===== src/rtl/cla_pipe_adder.sv =====
// -----------------------------------------------------------------------------
// cla_pipe_adder
// Pipelined carry-lookahead adder/subtractor. The operands are split into
// GROUP-bit lookahead groups. The group carry chain is spread over STAGES
// register stages, with valid/ready handshakes on the input and output sides.
//
// Result:   a + (sub ? ~b : b) + (sub ? ~cin : cin)  mod 2^WIDTH
// Latency:  exactly STAGES cycles from the input transfer to out_valid.
// The final stage register is also the output register.
//
// Parameters
//   WIDTH   operand/result width (a multiple of GROUP)
//   GROUP   bits per lookahead group
//   STAGES  register stages, 1..WIDTH/GROUP
//
// Ports
//   clk        rising-edge clock
//   rst        synchronous active-high reset
//   in_valid   operand beat valid
//   in_ready   beat accepted this cycle (combinational from out_ready)
//   a, b       operands
//   cin        carry-in (add) / borrow-in (sub)
//   sub        0: a+b+cin, 1: a-b-cin
//   sat        (only with CLA_SATURATE_EN) clamp the result on signed overflow
//   out_valid  result valid
//   out_ready  downstream accepts the result
//   sum        result bits
//   cout       carry-out (add) / NOT borrow-out (sub)
//   ovf        two's-complement signed overflow
//
// Configuration macro: CLA_SATURATE_EN adds the `sat` input. Without the
// macro the result always wraps.
// -----------------------------------------------------------------------------
module cla_pipe_adder #(
  parameter int WIDTH  = 16,
  parameter int GROUP  = 4,
  parameter int STAGES = 2
) (
  input  logic             clk,
  input  logic             rst,
  input  logic             in_valid,
  output logic             in_ready,
  input  logic [WIDTH-1:0] a,
  input  logic [WIDTH-1:0] b,
  input  logic             cin,
  input  logic             sub,
`ifdef CLA_SATURATE_EN
  input  logic             sat,
`endif
  output logic             out_valid,
  input  logic             out_ready,
  output logic [WIDTH-1:0] sum,
  output logic             cout,
  output logic             ovf
);

  localparam int NG   = WIDTH / GROUP;
  localparam int LAST = STAGES - 1;

  // One lookahead group. Every internal carry is formed directly from the
  // group's generate/propagate terms and the group carry-in, rather than
  // rippling through the group. Returns {carry_out, sum_bits}.
  function automatic logic [GROUP:0] cla_group(
    input logic [GROUP-1:0] ga,
    input logic [GROUP-1:0] gb,
    input logic             gc
  );
    logic [GROUP-1:0] g;
    logic [GROUP-1:0] p;
    logic [GROUP:0]   c;
    logic             run_p;
    g    = ga & gb;
    p    = ga ^ gb;
    c    = {(GROUP+1){1'b0}};
    c[0] = gc;
    for (int j = 1; j <= GROUP; j++) begin
      run_p = 1'b1;
      for (int k = j - 1; k >= 0; k--) begin
        c[j]  = c[j] | (run_p & g[k]);
        run_p = run_p & p[k];
      end
      c[j] = c[j] | (run_p & gc);
    end
    return {c[GROUP], p ^ c[GROUP-1:0]};
  endfunction

  logic             adv_s;
  logic [WIDTH-1:0] bb_s;
  logic             c0_s;
  logic             out_valid_r;
  logic [WIDTH-1:0] sum_r;
  logic             cout_r;
  logic             ovf_r;

  // The whole pipe advances together. Bubbles are kept, so the pipe never collapses.
  assign adv_s     = ~out_valid_r | out_ready;
  assign in_ready  = adv_s;
  assign out_valid = out_valid_r;
  assign sum       = sum_r;
  assign cout      = cout_r;
  assign ovf       = ovf_r;

  // Operand preparation. The inverted b and the inverted cin carry the
  // subtract decision down the pipe, so sub itself is not needed later.
  always_comb begin
    bb_s = b;
    c0_s = cin;
    if (sub) begin
      bb_s = ~b;
      c0_s = ~cin;
    end else begin
      bb_s = b;
      c0_s = cin;
    end
  end

  for (genvar s = 0; s < STAGES; s++) begin : g_stage
    localparam int LO = s * NG / STAGES;
    localparam int HI = (s == LAST) ? NG : (s + 1) * NG / STAGES;

    logic [WIDTH-1:0] in_a_s;
    logic [WIDTH-1:0] in_b_s;
    logic [WIDTH-1:0] in_sum_s;
    logic             in_c_s;
    logic             in_v_s;
`ifdef CLA_SATURATE_EN
    logic             in_sat_s;
`endif
    logic [WIDTH-1:0] nxt_sum_s;
    logic             nxt_c_s;
    logic             c_v;
    logic [GROUP:0]   grp_v;

    if (s == 0) begin : g_src
      assign in_a_s   = a;
      assign in_b_s   = bb_s;
      assign in_sum_s = {WIDTH{1'b0}};
      assign in_c_s   = c0_s;
      assign in_v_s   = in_valid;
`ifdef CLA_SATURATE_EN
      assign in_sat_s = sat;
`endif
    end else begin : g_src
      assign in_a_s   = g_stage[s-1].g_reg.a_r;
      assign in_b_s   = g_stage[s-1].g_reg.b_r;
      assign in_sum_s = g_stage[s-1].g_reg.sum_r;
      assign in_c_s   = g_stage[s-1].g_reg.c_r;
      assign in_v_s   = g_stage[s-1].g_reg.v_r;
`ifdef CLA_SATURATE_EN
      assign in_sat_s = g_stage[s-1].g_reg.sat_r;
`endif
    end

    // Resolve this stage's groups, starting from the carry registered by the previous stage.
    always_comb begin
      nxt_sum_s = in_sum_s;
      c_v       = in_c_s;
      grp_v     = {(GROUP+1){1'b0}};
      for (int gi = LO; gi < HI; gi++) begin
        grp_v = cla_group(in_a_s[gi*GROUP +: GROUP], in_b_s[gi*GROUP +: GROUP], c_v);
        nxt_sum_s[gi*GROUP +: GROUP] = grp_v[GROUP-1:0];
        c_v = grp_v[GROUP];
      end
      nxt_c_s = c_v;
    end

    if (s < LAST) begin : g_reg
      logic [WIDTH-1:0] a_r;
      logic [WIDTH-1:0] b_r;
      logic [WIDTH-1:0] sum_r;
      logic             c_r;
      logic             v_r;
`ifdef CLA_SATURATE_EN
      logic             sat_r;
`endif
      // Intermediate stage register. It holds the resolved sum bits, the
      // group carry, and the operand bits still to be resolved.
      always_ff @(posedge clk) begin
        if (rst) begin
          a_r   <= {WIDTH{1'b0}};
          b_r   <= {WIDTH{1'b0}};
          sum_r <= {WIDTH{1'b0}};
          c_r   <= 1'b0;
          v_r   <= 1'b0;
`ifdef CLA_SATURATE_EN
          sat_r <= 1'b0;
`endif
        end else if (adv_s) begin
          a_r   <= in_a_s;
          b_r   <= in_b_s;
          sum_r <= nxt_sum_s;
          c_r   <= nxt_c_s;
          v_r   <= in_v_s;
`ifdef CLA_SATURATE_EN
          sat_r <= in_sat_s;
`endif
        end
      end
    end else begin : g_out
      logic [WIDTH-1:0] res_s;
      logic             ovf_s;

      // The MSB carry-in is recovered as a^bb^sum at the MSB. Overflow is
      // that carry-in XOR the final carry-out.
      always_comb begin
        ovf_s = in_a_s[WIDTH-1] ^ in_b_s[WIDTH-1] ^ nxt_sum_s[WIDTH-1] ^ nxt_c_s;
        res_s = nxt_sum_s;
`ifdef CLA_SATURATE_EN
        // On overflow both operands share a's sign, and a's sign is the sign the true result should have.
        if (in_sat_s && ovf_s) begin
          if (in_a_s[WIDTH-1]) begin
            res_s = {1'b1, {(WIDTH-1){1'b0}}};
          end else begin
            res_s = {1'b0, {(WIDTH-1){1'b1}}};
          end
        end else begin
          res_s = nxt_sum_s;
        end
`endif
      end

      // Output register (the last pipeline stage). It holds its value while stalled.
      always_ff @(posedge clk) begin
        if (rst) begin
          out_valid_r <= 1'b0;
          sum_r       <= {WIDTH{1'b0}};
          cout_r      <= 1'b0;
          ovf_r       <= 1'b0;
        end else if (adv_s) begin
          out_valid_r <= in_v_s;
          sum_r       <= res_s;
          cout_r      <= nxt_c_s;
          ovf_r       <= ovf_s;
        end
      end
    end
  end

endmodule


===== config.mk =====
export PLATFORM = sky130hd
export DESIGN_NAME = cla_pipe_adder
export DESIGN_NICKNAME = d
export VERILOG_FILES = /design/src/rtl/cla_pipe_adder.sv
export SDC_FILE = /design/constraint.sdc
export NUM_CORES = 1
export LEC_CHECK = 0
export ABC_AREA = 1
export BUFFER_PORTS_ARGS = -buffer_cell sky130_fd_sc_hd__buf_4
export CORE_MARGIN = 2
export CORE_UTILIZATION = 47
export DETAILED_ROUTE_END_ITERATION = 8
export GPL_ROUTABILITY_DRIVEN = 0
export GPL_TIMING_DRIVEN = 1
export PLACE_DENSITY = 0.81
export SYNTH_ARGS = -nofsm -noshare
export SYNTH_HDL_FRONTEND = slang
export SYNTH_SLANG_ARGS = --single-unit

===== constraint.sdc =====
create_clock -name clk -period 7.5 [get_ports clk]
set_input_delay 1.5 -clock clk [delete_from_list [all_inputs] [get_ports clk]]
set_output_delay 1.5 -clock clk [all_outputs]
set_load 0.005 [all_outputs]

==> results of run 1 <==
-- flip-flops by register name, summed over array words and instances (netlist names) --
name and flops:
cout 1, g_stage.g_reg.a_r 8, g_stage.g_reg.b_r 8, g_stage.g_reg.c_r 1, g_stage.g_reg.sum_r 8, g_stage.g_reg.v_r 1
out_valid 1, ovf 1, sum 16
-- final timing paths --
| path | startpoint | to | cells past startpoint |
|---|---|---|---|
| setup / recovery | out_ready | in_ready | 4 |
| hold reg to reg | g_stage[0].g_reg.v_r | g_stage[0].g_reg.v_r | 2 |
| hold / removal | g_stage[0].g_reg.v_r | g_stage[0].g_reg.v_r | 2 |
| setup reg to reg | out_valid | cout | 7 |
-- routing by layer --
layer | track usage | routed length [microns] | share of wire | vias up
li1 | - | - | - | 1148
met5 | 0 | 0 | 0 | -
met4 | 0.0607 | 70 | 0.014 | 0
met1 | 0.199 | 2190 | 0.44 | 983
met3 | 0.0388 | 242 | 0.049 | 6
met2 | 0.303 | 2430 | 0.49 | 42
-- cell families (layout without fill, tap and decap cells) --
kind of cell	count (synthesis)	in the layout	share of synthesized area
flip-flops	45	45	0.357
adder cells (fa/ha/maj)	20	20	0.111
AO/OA/AOI/OAI	79	79	0.166
buffers and inverters	62	112	0.101
XOR/XNOR	21	21	0.0728
AND/OR/NAND/NOR	100	100	0.193
-- critical path, cell delays in order --
cell and delay, ps:
buf_4 120, nor2_4 380, clkinv_1 170, buf_4 170
-- cells in the mapped netlist --
cell type and number:
o21bai_1 4, nand3b_4 1, ha_1 16, nand2_4 3
clkbuf_1 7, xor2_1 11, o211ai_1 3, fa_1 4
a21oi_1 28, inv_4 1, buf_6 1, nand3_2 1
o21ai_0 41, buf_2 5, inv_1 46, a21oi_2 1
nand4_1 1, nor3_2 1, a31oi_1 1, o21a_1 1
nand3_4 1, buf_4 1, nor2_1 35, nand3_1 17
nor2_4 1, nand2_1 34, nand2_2 4, clkbuf_2 1
or2_4 1, dfxtp_1 45, xnor2_1 10
-- layout make-up --
class                           instances  area, sq um  area share
Timing Repair Buffer                   58          435       0.141
Multi-Input combinational cell        220         1370       0.446
Clock inverter                          2         35.0      0.0114
Sequential cell                        45          901       0.293
Clock buffer                            5         68.8      0.0224
Inverter                               47          179      0.0581
Tap cell                               70         87.6      0.0285
-- per-stage QoR --
| step | area (sq um) | total power, W | setup WS, ps | instances | hold WS (ps) |
|---|---|---|---|---|---|
| final | 3080 | 0.000617 | 3660 | 447 | 457 |
| after detailed placement | 2970 | 0.000449 | 3640 | 440 | 448 |
| after global routing | 3080 | 0.000655 | 3580 | 447 | 487 |
| after CTS | 3080 | 0.000623 | 3640 | 447 | 460 |
| after global placement | 2970 | 0.000443 | 3660 | 440 | 443 |
| after floorplan | 2530 | 0.000393 | 4000 | 327 | 430 |
-- placed cells by master, fill, tap and decap left out, drive strengths merged --
master / count
xor2: 11
nor3: 1
clkinv: 2
xnor2: 10
inv: 46
nand3b: 1
nand4: 1
ha: 16
buf: 58
o21a: 1
nand2: 41
fa: 4
clkbuf: 5
bufinv: 1
dfxtp: 45
a21oi: 29
nand3: 19
or2: 1
o21bai: 4
o211ai: 3
nor2: 36
a31oi: 1
o21ai: 41
-- report_power, final --
group | total (W) | internal (W) | switching [W]
Combinational | 0.000161 | 0.0000777 | 0.0000834
Clock | 0.000175 | 0.0000969 | 0.0000779
Sequential | 0.000281 | 0.000267 | 0.0000141
Total | 0.000617 | 0.000442 | 0.000175
==> reports/metrics.yaml, run 1 <==
outcome:
  outcome: "complete, no violations"
die:
  die_h_microns: 77.3
  num_rows: 26
  die_x_microns: 77.3
  pin_count: 58
  core_area_sq_um: 5140
  start_util: 0.491
  die_area_sq_um: 5980
detailed_routing:
  drt-wirelength-per-cell_microns: 11.0
  num_vias: 2179
  routed_wl_microns: 4930
  drt_pass1_iterations: 4
  antenna_left: 0
  vias_per_cell: 4.87
  drcViolationCount: 0
  drt_iter0_drc: 108
clock_tree:
  postCtsHoldBufs: 0
  clock_sinks: 45
  htree_levels: 2
  post_cts_buffers: 0
  cts_made_buffers: 5
  cts_resized: 0
  clkLatencyLatePin_ps: 290
  cts_tree: "done"
  clockBufferDepth: 2
  clk_pin_slew_ps: 80
  cts.root.buffer_cell: "clkbuf_8"
timing:
  hold_violations: 0
  slew_headroom: 0.337
  tightest_slew_ps: 993
  final.period_utilization: 0.512
  layout_min_cycle_time_ps: 3840
  drv_slew: 0
  finalClockSkew_ps: 9.27
  finalSetupTns_ps: 0
  max_freq_ghz: 0.261
  rsz0062_at_grt: "no"
  setup_viol: 0
yosys:
  syn-instance-count: 327
  avgSynthCellArea_sq_um: 7.73
  synth_area_leaders: "dfxtp_1 (36%), o21ai_0 (8.1%), ha_1 (7.9%), inv_1 (6.8%), a21oi_1 (5.5%)"
  ys_ff_latch: 45
  synthesis.nets: 385
  post_synth_num_cell_types: 31
  synth_top_area_cell: "dfxtp_1"
  ys_seq_area_frac: 0.357
  yosysWarningCount: 0
  yosys.area.top_type_share: 0.357
  syn-cell-area_sq_um: 2530
layout:
  fin_nets: 435
  fin_util: 0.599
  antenna_cells: 0
  drive_gt1_frac: 0.212
  syn2layout_area_growth_pct: 21.8
  nFillCells: 483
worst_setup_path:
  startpoint_type: "input pin"
  arrival_ps: 2340
  crit_path_max_fanout: 24
  crit_type: "input pin to output pin"
  required_ps: 6000
  ff2ff_setup_slack_ps: 5700
  end_kind: "output pin"
power:
  leakage_nw: 1.60
  ir_worst_vdd_uv: 92.9
  powerDensity_nw_per_um2: 201
run:
  maxCapViolCount: 0
placement:
  dp_hpwl_microns: 3630
  io_buffers: 57
global_route:
  grt_overflow: 0
  grt_max_degree: 67
  grt_pass1_wl_microns: 8400
  antenna_found_initial: 0
  grt_pass1_vias: 2012
  gr-usage-all-layers: 0.170
hold_path:
  min_path_type: "register to register"
No activity file was read; power rests on OpenSTA's default activity.
==> run 2, diff against run 1 <==
Settings changed: ABC_AREA 1 to 0, PLACE_DENSITY 0.81 to 0.84.
Clock period 7.5 ns to 3.4 ns, I/O delays scaled along.
==> run 2 against run 1 <==
Against the previous run: via count decreased by 6.1%; routed wire length grew 1.0%; die area shrank 3.2%; synthesized cell count decreased by 14%; register-to-register slack got worse by 4400 ps; final cell count shrank 11%; highest routed layer unchanged; total power rose by 120%; combinational power increased by 110%; largest power group unchanged; global-route usage grew 1.0 points; clock power rose by 130%.
==> reports/metrics.yaml, run 2 <==
detailed_routing:
  drt_iter0_drc: 95  # -12%
  drt_pass1_iterations: 4  # unchanged
  vias_per_cell: 5.13  # +5.2%
  antenna_left: 0  # unchanged
  drcViolationCount: 0  # unchanged
  drt-wirelength-per-cell_microns: 12.5  # +13%
  num_vias: 2046  # -6.1%
  routed_wl_microns: 4980  # +1.0%
layout:
  mostFrequentLayoutCells: "buf_4 (59), nand2_1 (48), dfxtp_1 (45)"
  final_cells: 399  # -11%
  fin_util: 0.596  # -0.00280
  syn2layout_area_growth_pct: 23.2
  seq_area_sq_um: 901  # unchanged
  final_common_cell: "buf_4"
  antenna_cells: 0  # unchanged
  drive_gt1_frac: 0.243  # +0.0310
  nFillCells: 466  # -3.5%
  fin_nets: 386  # -11%
  largest_register_ffs: 16  # unchanged
  multi_input_area_sq_um: 1410  # +2.8%
timing:
  layout_min_cycle_time_ps: 2620
  setup_viol: 0  # unchanged
  tightest_slew_ps: 513  # -480 ps
  finalClockSkew_ps: 4.67  # -4.60 ps
  hold_violations: 0  # unchanged
  finalSetupTns_ps: 0  # unchanged
  drv_slew: 0  # unchanged
  hold_slack_ps: 457  # +0.364 ps
  slew_headroom: 0.658  # +0.321
  rsz0062_at_grt: "no"
  max_freq_ghz: 0.381
  final.period_utilization: 0.771
die:
  die_x_microns: 76.1  # -1.6%
  start_util: 0.484  # -0.00761
  core_area_sq_um: 5040  # -1.9%
  die_h_microns: 76.1  # -1.6%
  pin_count: 58  # unchanged
  die_area_sq_um: 5780  # -3.2%
  num_rows: 26  # unchanged
placement:
  io_buffers: 57  # unchanged
  dp_hpwl_microns: 3620  # -0.40%
  place_inst: 391  # -11%
yosys:
  syn-instance-count: 280  # -14%
  syn-cell-area_sq_um: 2440  # -3.4%
  synth_top_area_cell: "dfxtp_1"
  post_synth_num_cell_types: 45  # +45%
  synth_edf_count: 0  # unchanged
  yosys.area.top_type_share: 0.369  # +0.0126
  ys_ff_latch: 45  # unchanged
  avgSynthCellArea_sq_um: 8.71  # +13%
  synth_most_common_cell: "nand2_1"
  yosys-top-cells-count: "nand2_1 (48), dfxtp_1 (45), a21oi_1 (29), nor2_1 (21), ha_1 (16)"
  yosysWarningCount: 0  # unchanged
  async_reset_ff_frac: 0  # unchanged
  synth_area_leaders: "dfxtp_1 (37%), ha_1 (8.2%), nand2_1 (7.4%), a21oi_1 (5.9%), a211oi_1 (4.3%)"
  synth-main-ff-cell: "dfxtp_1"
  synthesis.nets: 338  # -12%
  ys_seq_area_frac: 0.369  # +0.0126
global_route:
  grt_pass1_vias: 2031  # +0.94%
  grt_pass1_wl_microns: 8670  # +3.2%
  gr-usage-all-layers: 0.181  # +0.0105
  grt_overflow: 0  # unchanged
  antenna_found_initial: 0  # unchanged
  grt_max_degree: 54  # -19%
clock_tree:
  clk_pin_slew_ps: 90  # about the same
  cts.root.buffer_cell: "clkbuf_8"
  postCtsHoldBufs: 0  # unchanged
  clock_sinks: 45  # unchanged
  htree_levels: 2  # unchanged
  post_cts_buffers: 0  # unchanged
  clkLatencyLatePin_ps: 300  # about the same
  cts_tree: "done"
  cts_resized: 0  # unchanged
  clockBufferDepth: 2  # unchanged
  cts_made_buffers: 5  # unchanged
worst_setup_path:
  required_ps: 3620  # -2380 ps
  path_cells: "buf_4, xor2_1, ha_1, and2_4, a221oi_4, a21oi_2, nor2_1, fa_1, a211oi_1"
  arrival_ps: 2840  # +500 ps
  end_kind: "register"
  cp.depth: 9  # +5
  ff2ff_setup_slack_ps: 1340  # -4360 ps
  crit_slowest_cell: "fa_1"
  critical-path-top-delay-family: "adder cells"
  critPathMaxStageDelay_ps: 430  # +50 ps
  startpoint_type: "input pin"
  crit_path_max_fanout: 17  # -29%
  r2r_cells: 6  # -1
  crit_type: "input pin to register"
  timing.critical_path.buf_inv: 1  # -2
power:
  leakage_nw: 1.34  # -16%
  ir_worst_vdd_uv: 189  # +100%
  powerDensity_nw_per_um2: 454  # +130%
outcome:
  outcome: "complete, no violations"
hold_path:
  min_path_type: "register to register"
  worstHoldPathCells: 2  # unchanged
run:
  maxCapViolCount: 0  # unchanged
==> run 2: changes by cell type in the layout (fill, tap and decap cells not counted), sizes merged, moves of 3 or more <==
cell / delta
a211oi: +16
inv: -33
nand2: +7
nand3: -14
nand3b: +4
nor2: -15
o21ai: -36
o21bai: -3
or3: +3
==> run 2: final cells by class <==
type | instances | area share
inverter | 13 | 0.0162
tap | 70 | 0.0291
clock inverter | 3 | 0.0154
multi-input combinational | 204 | 0.469
clock buffer | 5 | 0.0229
timing repair buffer | 59 | 0.147
sequential | 45 | 0.300
==> run 2: cells by family after synthesis <==
| logic type | share of synthesized area |
|---|---|
| buf+inv | 0.0538 |
| flops | 0.369 |
| simple gates | 0.177 |
| compound gates | 0.191 |
| fa+ha+maj | 0.115 |
| xor+xnor | 0.0903 |
| mux | 0.00410 |
==> run 2: path summary, 6_finish.rpt <==
path,end,from
min,sum[11],sum[11]
min reg2reg,sum[11],sum[11]
max,g_stage[0].g_reg.sum_r[4],sub
max reg2reg,sum[12],g_stage[0].g_reg.a_r[8]
==> run 2: routing by layer <==
layer,up-vias,share of wire,global-route usage
met5,-,0,0
met4,0,0.0066,0.0382
met3,4,0.044,0.0450
met2,46,0.52,0.338
met1,949,0.43,0.208
li1,1047,-,-
==> run 2: stage by stage <==
step	cell area, sq um	total power [W]	worst slack [ps]
2_1_floorplan	2440	0.000854	499
3_3_place_gp	2890	0.000959	523
3_5_place_dp	2890	0.000972	462
4_1_cts	3010	0.00138	771
5_1_grt	3010	0.00144	645
6_report	3010	0.00137	777
==> run 2: tightest hold or removal path, cell delays in order, from the launching register on <==
cell and delay, ps:
dfxtp_1 320, nand2_1 50, a21oi_1 50
==> run 2: report_power, final <==
group,total [W],switching [W],internal [W]
registers,0.000618,0.0000312,0.000587
clock network,0.000407,0.000187,0.000220
logic,0.000341,0.000166,0.000176
